**src/rtl/tmfir_pkg.sv**
```systemverilog
// ============================================================================
// Module : tmfir_pkg
// Brief  : Shared types and constants for the time-multiplexed FIR sequencer.
// Rev    : 1.0  initial release
// ============================================================================
`default_nettype none

package tmfir_pkg;

    typedef enum logic [1:0] {
        IDLE  = 2'd0,
        RUN   = 2'd1,
        DRAIN = 2'd2,
        HOLD  = 2'd3
    } state_t;

    localparam int MAX_PIPE = 7;
    localparam int DRAIN_W  = 3;
    localparam int LML_MIN  = 4;

    function automatic int clog2(input int n);
        int r;
        r = 0;
        for (int i = 0; i < 31; i++) begin
            if ((1 << i) < n) r = i + 1;
        end
        return r;
    endfunction

    // Select width shared with the SRL16E delayline: never narrower than 4.
    function automatic int lml_width(input int m);
        return (clog2(m) > LML_MIN) ? clog2(m) : LML_MIN;
    endfunction

endpackage

`default_nettype wire

```
**src/rtl/tmfir_tap_counter.sv**
```systemverilog
// ============================================================================
// Module : tmfir_tap_counter
// Brief  : Modulo-M up-counter with start (count==0) and terminal-count flags.
// Rev    : 1.0  initial release
// ============================================================================
`default_nettype none

module tmfir_tap_counter #(
    parameter int M = 16,
    parameter int W = 4
) (
    input  logic         clk,
    input  logic         rst_n,
    input  logic         i_en,
    output logic [W-1:0] o_count,
    output logic         o_start,
    output logic         o_tc
);

    localparam logic [W-1:0] c_last = W'(M - 1);

    logic [W-1:0] r_count;

    always_ff @(posedge clk or negedge rst_n) begin
        if (!rst_n) begin
            r_count <= '0;
        end else if (i_en) begin
            r_count <= (r_count == c_last) ? '0 : r_count + 1'b1;
        end
    end

    assign o_count = r_count;
    assign o_start = (r_count == '0);
    assign o_tc    = (r_count == c_last);

endmodule

`default_nettype wire

```
**src/rtl/tmfir_sequencer.sv**
```systemverilog
// ============================================================================
// Module : tmfir_sequencer
// Brief  : Sample-accept / tap-walk / MAC-drain / result-hold control for one
//          time-multiplexed FIR channel.
// Rev    : 1.0  initial release
// ============================================================================
`default_nettype none

module tmfir_sequencer
    import tmfir_pkg::*;
#(
    parameter int M    = 16,
    parameter int LML  = lml_width(M),
    parameter int PIPE = 2
) (
    input  logic           CLK,
    input  logic           RSTN,
    input  logic           in_valid,
    output logic           in_ready,
    input  logic           out_ready,
    output logic           out_valid,
    output logic           dl_en,
    output logic [LML-1:0] dl_sel,
    output logic [LML-1:0] coef_addr,
    output logic           mac_clr,
    output logic           mac_en,
    output logic           mac_last,
    input  logic           flush,
    output logic           primed,
    output logic           busy
);

    localparam int                 c_fill_w     = clog2(M + 1);
    localparam logic [c_fill_w-1:0] c_fill_max  = c_fill_w'(M);
    localparam logic [DRAIN_W-1:0]  c_drain_last = DRAIN_W'((PIPE > 0) ? PIPE - 1 : 0);

    state_t              r_state;
    state_t              w_next;
    logic [DRAIN_W-1:0]  r_drain;
    logic [c_fill_w-1:0] r_fill;
    logic [LML-1:0]      w_tap;
    logic                w_tap_start;
    logic                w_tap_tc;
    logic                w_accept;
    logic                w_run;

    assign w_run    = (r_state == RUN);
    assign w_accept = in_valid & (r_state == IDLE);

    // The counter itself is the registered select/address; it sits at 0 outside RUN.
    tmfir_tap_counter #(
        .M (M),
        .W (LML)
    ) u_tap (
        .clk     (CLK),
        .rst_n   (RSTN),
        .i_en    (w_run),
        .o_count (w_tap),
        .o_start (w_tap_start),
        .o_tc    (w_tap_tc)
    );

    always_ff @(posedge CLK or negedge RSTN) begin
        if (!RSTN) begin
            r_state <= IDLE;
        end else begin
            r_state <= w_next;
        end
    end

    always_comb begin
        w_next = r_state;
        case (r_state)
            IDLE:    if (w_accept) w_next = RUN;
            RUN:     if (w_tap_tc) w_next = (PIPE == 0) ? HOLD : DRAIN;
            DRAIN:   if (r_drain == c_drain_last) w_next = HOLD;
            HOLD:    if (out_ready) w_next = IDLE;
            default: w_next = IDLE;
        endcase
    end

    always_comb begin
        in_ready  = (r_state == IDLE);
        dl_en     = (r_state == IDLE) & in_valid;
        mac_en    = w_run;
        mac_clr   = w_run & w_tap_start;
        mac_last  = w_run & w_tap_tc;
        out_valid = (r_state == HOLD);
        busy      = (r_state != IDLE);
        dl_sel    = w_tap;
        coef_addr = w_tap;
    end

    always_ff @(posedge CLK or negedge RSTN) begin
        if (!RSTN) begin
            r_drain <= '0;
        end else if (r_state == DRAIN) begin
            r_drain <= (r_drain == c_drain_last) ? '0 : r_drain + 1'b1;
        end else begin
            r_drain <= '0;
        end
    end

    // Flush wins over the old count but still credits a same-cycle acceptance.
    always_ff @(posedge CLK or negedge RSTN) begin
        if (!RSTN) begin
            r_fill <= '0;
        end else if (flush) begin
            r_fill <= w_accept ? c_fill_w'(1) : '0;
        end else if (w_accept && (r_fill != c_fill_max)) begin
            r_fill <= r_fill + 1'b1;
        end
    end

    assign primed = (r_fill == c_fill_max);

endmodule

`default_nettype wire

```
**config.mk**
```make
export PLATFORM = sky130hd
export DESIGN_NAME = tmfir_sequencer
export DESIGN_NICKNAME = d
export VERILOG_FILES = /design/src/rtl/tmfir_pkg.sv /design/src/rtl/tmfir_tap_counter.sv /design/src/rtl/tmfir_sequencer.sv
export SDC_FILE = /design/constraint.sdc
export NUM_CORES = 1
export LEC_CHECK = 0
export CAP_MARGIN = 25
export CORE_MARGIN = 2
export CORE_UTILIZATION = 47
export CTS_CLUSTER_DIAMETER = 80
export DETAILED_ROUTE_END_ITERATION = 8
export GPL_TIMING_DRIVEN = 0
export PLACE_DENSITY_LB_ADDON = 0.15
export SLEW_MARGIN = 5
export SYNTH_ARGS = -nofsm -noshare
export SYNTH_HDL_FRONTEND = slang
export SYNTH_SLANG_ARGS = --single-unit
```
**constraint.sdc**
```tcl
create_clock -name CLK -period 1.7 [get_ports CLK]
set_clock_uncertainty 0.1 [all_clocks]
set_input_delay 0.255 -clock CLK [delete_from_list [all_inputs] [get_ports CLK]]
set_output_delay 0.255 -clock CLK [all_outputs]
set_load 0.03 [all_outputs]
```
=== Word-level counts from Yosys, hierarchy flattened ===
Index checks and enable logic that the tools add are counted.

* Output and inout bits: 16
* Register bits: 14
* Bits in read-only memories: 0
* Bits in latches: 0
* Input port bits: 5
* RAM bits: 0
* Word-level logic and storage cells: 38
* Memories kept: 0

* Shifts and indexed selects: 0
* Reduce and logical (&&, ||, !) cells: 6
* Bitwise operators: 3
* Multiply operators: 0
* $add $sub $neg: 3
* Order comparisons: 0
* Equal/unequal tests: 11
* Multiplexer cells: 11
* Div/mod/pow operators: 0

{| class="wikitable"
|+ Operators with widths
! cell !! count
|-
| $mux W5 || 2
|-
| $mux W2 || 4
|-
| $pmux W2 S4 || 1
|-
| $mux W3 || 2
|-
| $add A5 B1 Y5 const B || 1
|-
| $eq A5 B5 Y1 const B || 1
|-
| $ne A5 B5 Y1 const B || 1
|-
| $add A4 B1 Y4 const B || 1
|-
| $eq A2 B2 Y1 const B || 2
|-
| $eq A4 B4 Y1 const B || 1
|-
| $logic_not A4 Y1 || 1
|-
| $mux W4 || 1
|-
| $ne A2 B1 Y1 const B || 2
|-
| $ne A2 B2 Y1 const B || 2
|-
| $reduce_and A4 Y1 || 1
|-
| $reduce_bool A2 Y1 || 2
|-
| $add A3 B1 Y3 const B || 1
|-
| $and A1 B1 Y1 || 3
|-
| $eq A3 B1 Y1 const B || 1
|-
| $eq A2 B1 Y1 const B || 1
|-
| $logic_not A2 Y1 || 1
|-
| $logic_and A1 B1 Y1 || 1
|-
| $mux W1 || 1
|}

=== Longest topological paths before layout ===
* Depth in word-level cells: 5
* Gate-level depth with buffers: 6
* Mapped depth without buffers: 6

=== Modules after synthesis ===
From an unflattened synthesis, not the netlist that was laid out.

* Cell total of the unflattened synthesis: 88
* Area total of the unflattened synthesis: 878.3 um^2

{| class="wikitable"
|+ Modules (own cells, without submodules)
! module !! times used !! area each (um^2) !! cells an instance !! sequential area each (um^2)
|-
| tmfir_sequencer || 1 || 661.9 || 68 || 250.2
|-
| tmfir_tap_counter || 1 || 216.5 || 20 || 100.1
|}

=== Worst setup path before layout ===
Ideal clock, no wire load.

* Path type: reg-to-output
* From: register r_state[1]
* To: output port mac_last
* Path buffers: 0
* Stages on the path, launching flop included: 5
* Path slack: -0.159 ns
* Data required time: 1.345 ns
* Data arrival time: 1.504 ns
* Cells stage by stage: dfrtp_1 -> inv_1 -> ha_1 -> nand2_1 -> nor2_1

* Cells in the longest elaborated chain, start to end: 2

{| class="wikitable"
|+ Ends and longest elaborated chain
! item !! line !! source
|-
| start, declared || tmfir_sequencer.sv:37 || <nowiki>state_t r_state;</nowiki>
|-
| start signal, assigned || tmfir_sequencer.sv:67 || <nowiki>r_state <= w_next;</nowiki>
|-
| $eq A2 B1 Y1 || tmfir_sequencer.sv:47 || <nowiki>assign w_run = (r_state == RUN);</nowiki>
|-
| named net mac_en || tmfir_sequencer.sv:26 || <nowiki>output logic mac_en,</nowiki>
|-
| $and A1 B1 Y1 || tmfir_sequencer.sv:87 || <nowiki>mac_last = w_run & w_tap_tc;</nowiki>
|-
| end, declared || tmfir_sequencer.sv:27 || <nowiki>output logic mac_last,</nowiki>
|}

The timed path passes the listed nets, and every way through them passes these cells.

=== Worst setup path in the final report ===
* From: register r_state[0]
* To: output port mac_clr

* Cells in the longest elaborated chain, start to end: 2

{| class="wikitable"
|+ Ends and longest elaborated chain
! item !! line !! source
|-
| $eq A2 B1 Y1 || tmfir_sequencer.sv:47 ||
|-
| $and A1 B1 Y1 || tmfir_sequencer.sv:86 || <nowiki>mac_clr = w_run & w_tap_start;</nowiki>
|-
| end, declared || tmfir_sequencer.sv:25 || <nowiki>output logic mac_clr,</nowiki>
|}

No other way between the ends.

==> results <==
- Counting every instance in the synthesized netlist gives 84.
- The vertical die dimension is 46.4 µm.
- The path type of the worst setup path is register to output pin.
- Power spread over the standard cell area amounts to 1820 nW/µm².
- Across every metal layer, demand over resource in global routing totals 16.3%.
- The number of max-slew violations in the final report is 0.
- The checks that failed: setup timing.
- Measured against its own limit, the worst slew margin works out to 58.1%.
- At the worst endpoint, the required time is 1.34 ns.
- The number of primary I/O pins is 21.
- Setup repair after global routing could not meet its margin everywhere.
- On the worst path, the slowest cell contributes a delay of 0.42 ns.
- The number of clock buffers added by TritonCTS is 3.
- The tightest hold path in the finished design has a slack of 0.263 ns.
- The cell repeated most along the worst path is buf_6.
- In the final routed layout, each cell accounts on average for 11.2 µm.
- The post-detailed-route DRC marker count is 0.
- In the final layout, flip-flops and latches occupy 352 µm².
- In the final design database the tool counted 131 nets.
- After layout, the worst setup slack is -0.0202 ns.
- The worst setup path is captured at an output pin.
- The proportion of synthesized flip-flops having asynchronous set or reset is 100%.
- The number of maximum-capacitance constraint violations is 0.
- For this block, the initial DRC count from the detailed router was 15.
- Walking the worst path, the cells encountered are buf_6, ha_4, and4bb_2, buf_6.
- The wire length of the first global-routing pass is 2.44 mm.
- Summed over all layers, the global routing overflow is 0.
- The number of antenna violations at the first check in global routing came to 0.
- The final hold violation count is 0.
- In the layout the commonest cells are dfrtp_1 (13), buf_4 (12), nand2_1 (8).
- The floorplan row count is 15.
- The predominant post-synthesis flop cell is dfrtp_1.
- Detailed placement ended at an HPWL of 1.14 mm.
- The worst setup path is launched from a register.
- Buffers placed on the I/O ports in this run total 20.
- The family of cells with the greatest summed delay on the critical path is flip-flops.
- The multi-input logic area is 484 µm².
- Dividing the detail-routed via count by the number of cells gives 4.84.
- The via count of the first global-routing pass came to 566.
- Data arrives at the worst endpoint at 1.37 ns.
- The post-synthesis sequential area ratio is 41.5%.
- Entering global routing, the biggest net connects 15 pins.
- VDD sags by at most 1.08 mV.
- The worst setup timing slack at the placement stage is -0.324 ns.
- TritonCTS built the clock tree.
- The buffer depth of the longest clock path is 2.
- The most frequent standard cell in the layout excluding fill and tap cells is dfrtp_1.
- The type of the most critical hold path is primary input to asynchronous set/reset pin.
- The post-route netlist has 33.6% of its cells at a drive strength greater than 1.
- Of all nets on the critical path, the largest fanout is 8.
- The initial core utilization is 49.4%.
- Of the available clock period, the critical path in the final layout requires 101%.
- The final non-filler cell total is 141.
- The number of fill cells in the layout is 129.
- The later pin in the worst-skew pair is clocked with a latency of 0.27 ns.
- The placeable core region is 1710 µm².
- The register bit count reported by yosys is 14.
- From synthesis to final layout, the design area changed by 43.8%.
- The number of placed instances, taps included, is 129.
- The clock-pin slew on the worst setup and hold paths is 0.09 ns.
- After synthesis, the mean cell area works out to 10.0 µm².
- In this run, post-CTS hold repair placed 0 buffers.
- The number of routed nets with antenna violations is 0.
- For this design, the slowest cell found on the critical path is dfrtp_1.
- The number of warnings issued by yosys is 0.
- Synthesis produced a netlist with a net count of 98.
- The critical path contains buffers and inverters numbering 2 combined.
- The highest clock rate is 581 MHz.
- In this run, synthesis inferred 0 flip-flops with an integrated enable.
- The run finished, with violations left.
- The die is 46.4 µm wide.
- The post-synthesis instance area is 843 µm².
- The die area is 2150 µm².
- The cell chosen for the clock root is clkbuf_4.
- The H-tree depth is 1.
- The worst path in the final design needs a cycle of 1.72 ns, including I/O delays and setup.
- The antenna diode count is 0.
- Detailed routing inserted a total of 682 vias.
- For this run, the detailed router's first-pass iteration total came to 4.
- The count of different cell masters after synthesis is 28.
- Setup violations remaining at the end of the flow were counted as 1.
- The tree built by TritonCTS fans out to 14 sinks.
- Summed over all cells, the static leakage comes to 0.585 nW.
- The routability congestion estimate from global placement is 0.816.
- At the pin with the least slew margin, the transition time is 0.627 ns.
- Wires add up to 1.59 mm.
==> cells in the mapped netlist, drive strengths merged, types with 2 or more instances <==
| cell type | instances | area [µm²] |
|---|---|---|
| inv | 9 | 33.8 |
| nand2b | 2 | 12.5 |
| dfrtp | 14 | 350 |
| and2 | 2 | 12.5 |
| o21ai | 4 | 23.8 |
| nand2 | 8 | 30.0 |
| nand3 | 5 | 25.0 |
| buf | 4 | 30.0 |
| ha | 9 | 113 |
| nand3b | 2 | 15.0 |
| xor2 | 3 | 26.3 |
| nor2 | 6 | 22.5 |
| xnor2 | 2 | 17.5 |
==> metrics by stage <==
stage          setup TNS, ns  area (µm²)  util (%)  power, mW
4_1_cts              -0.0614        1150      67.4       2.09
3_3_place_gp           -1.34        1080      63.2       1.80
3_5_place_dp           -1.41        1080      63.2       1.83
2_1_floorplan              0         848         -       1.41
6_report             -0.0202        1210      71.0       2.21
5_1_grt               -0.116        1210      71.0       2.39
==> area by class of cell <==
| type | count | share of cell area, % |
|---|---|---|
| Tap cell | 25 | 2.58 |
| Clock buffer | 4 | 2.99 |
| Sequential cell | 14 | 29.0 |
| Inverter | 9 | 2.99 |
| Timing Repair Buffer | 28 | 20.0 |
| Buffer | 4 | 2.48 |
| Multi-Input combinational cell | 57 | 39.9 |
==> report_power, final <==
part / internal (mW) / leakage, nW / switching [mW]
combinational: 0.645 / 0.382 / 0.787
sequential: 0.439 / 0.182 / 0.108
clock: 0.130 / 0.0210 / 0.104
==> state kept, by name (all words and copies together), names as in the netlist <==
name,count
r_state,2
u_tap.o_count,4
r_fill,5
r_drain,3
==> worst register-to-register path, stage by stage (launching register included) <==
cell and delay, ns:
dfrtp_1 0.39, buf_4 0.14, buf_4 0.14, ha_4 0.16
nand3_1 0.08, nand2_1 0.10, o2111ai_2 0.10, mux2_4 0.32
==> path summary, 6_finish.rpt <==
check                                 start               end  slack (ns)  cells after the start
min in group CLK           u_tap.o_count[2]  u_tap.o_count[2]        0.46                      1
setup reg to reg           u_tap.o_count[0]        r_state[1]        0.07                      7
hold / removal                         RSTN        r_state[1]        0.26                      1
setup / recovery                 r_state[0]           mac_clr       -0.02                      4
hold reg to reg            u_tap.o_count[2]  u_tap.o_count[2]        0.46                      1
max in group asynchronous              RSTN  u_tap.o_count[1]        0.78                      1
==> cells by family after synthesis <==
group	count (synthesis)	synth area share, %
AOI/OAI and AO/OA	11	10.1
xor gates and xnor gates	5	5.19
adders and majority gates	9	13.4
buffers and inverters	13	7.57
DFF	14	41.5
muxes	2	2.97
and+or+nand+nor	30	19.3
==> repair_timing <==
| item | 4_1_cts | 5_1_grt |
|---|---|---|
| setup buffers | 4 | 4 |
| pin swaps | 0 | 2 |
| resized for setup | 51 | 16 |
| endpoints found under the setup margin | 16 | 8 |
==> routing by layer <==
metal  vias up  track usage [%]  part of all wire, %
met2        17             23.3                   47
li1        344                -                    -
met5         -                0                    0
met1       319             23.5                   48
met4         0             6.86                 0.76
met3         2             3.53                  4.1
Power figures use the tool's default switching activity.
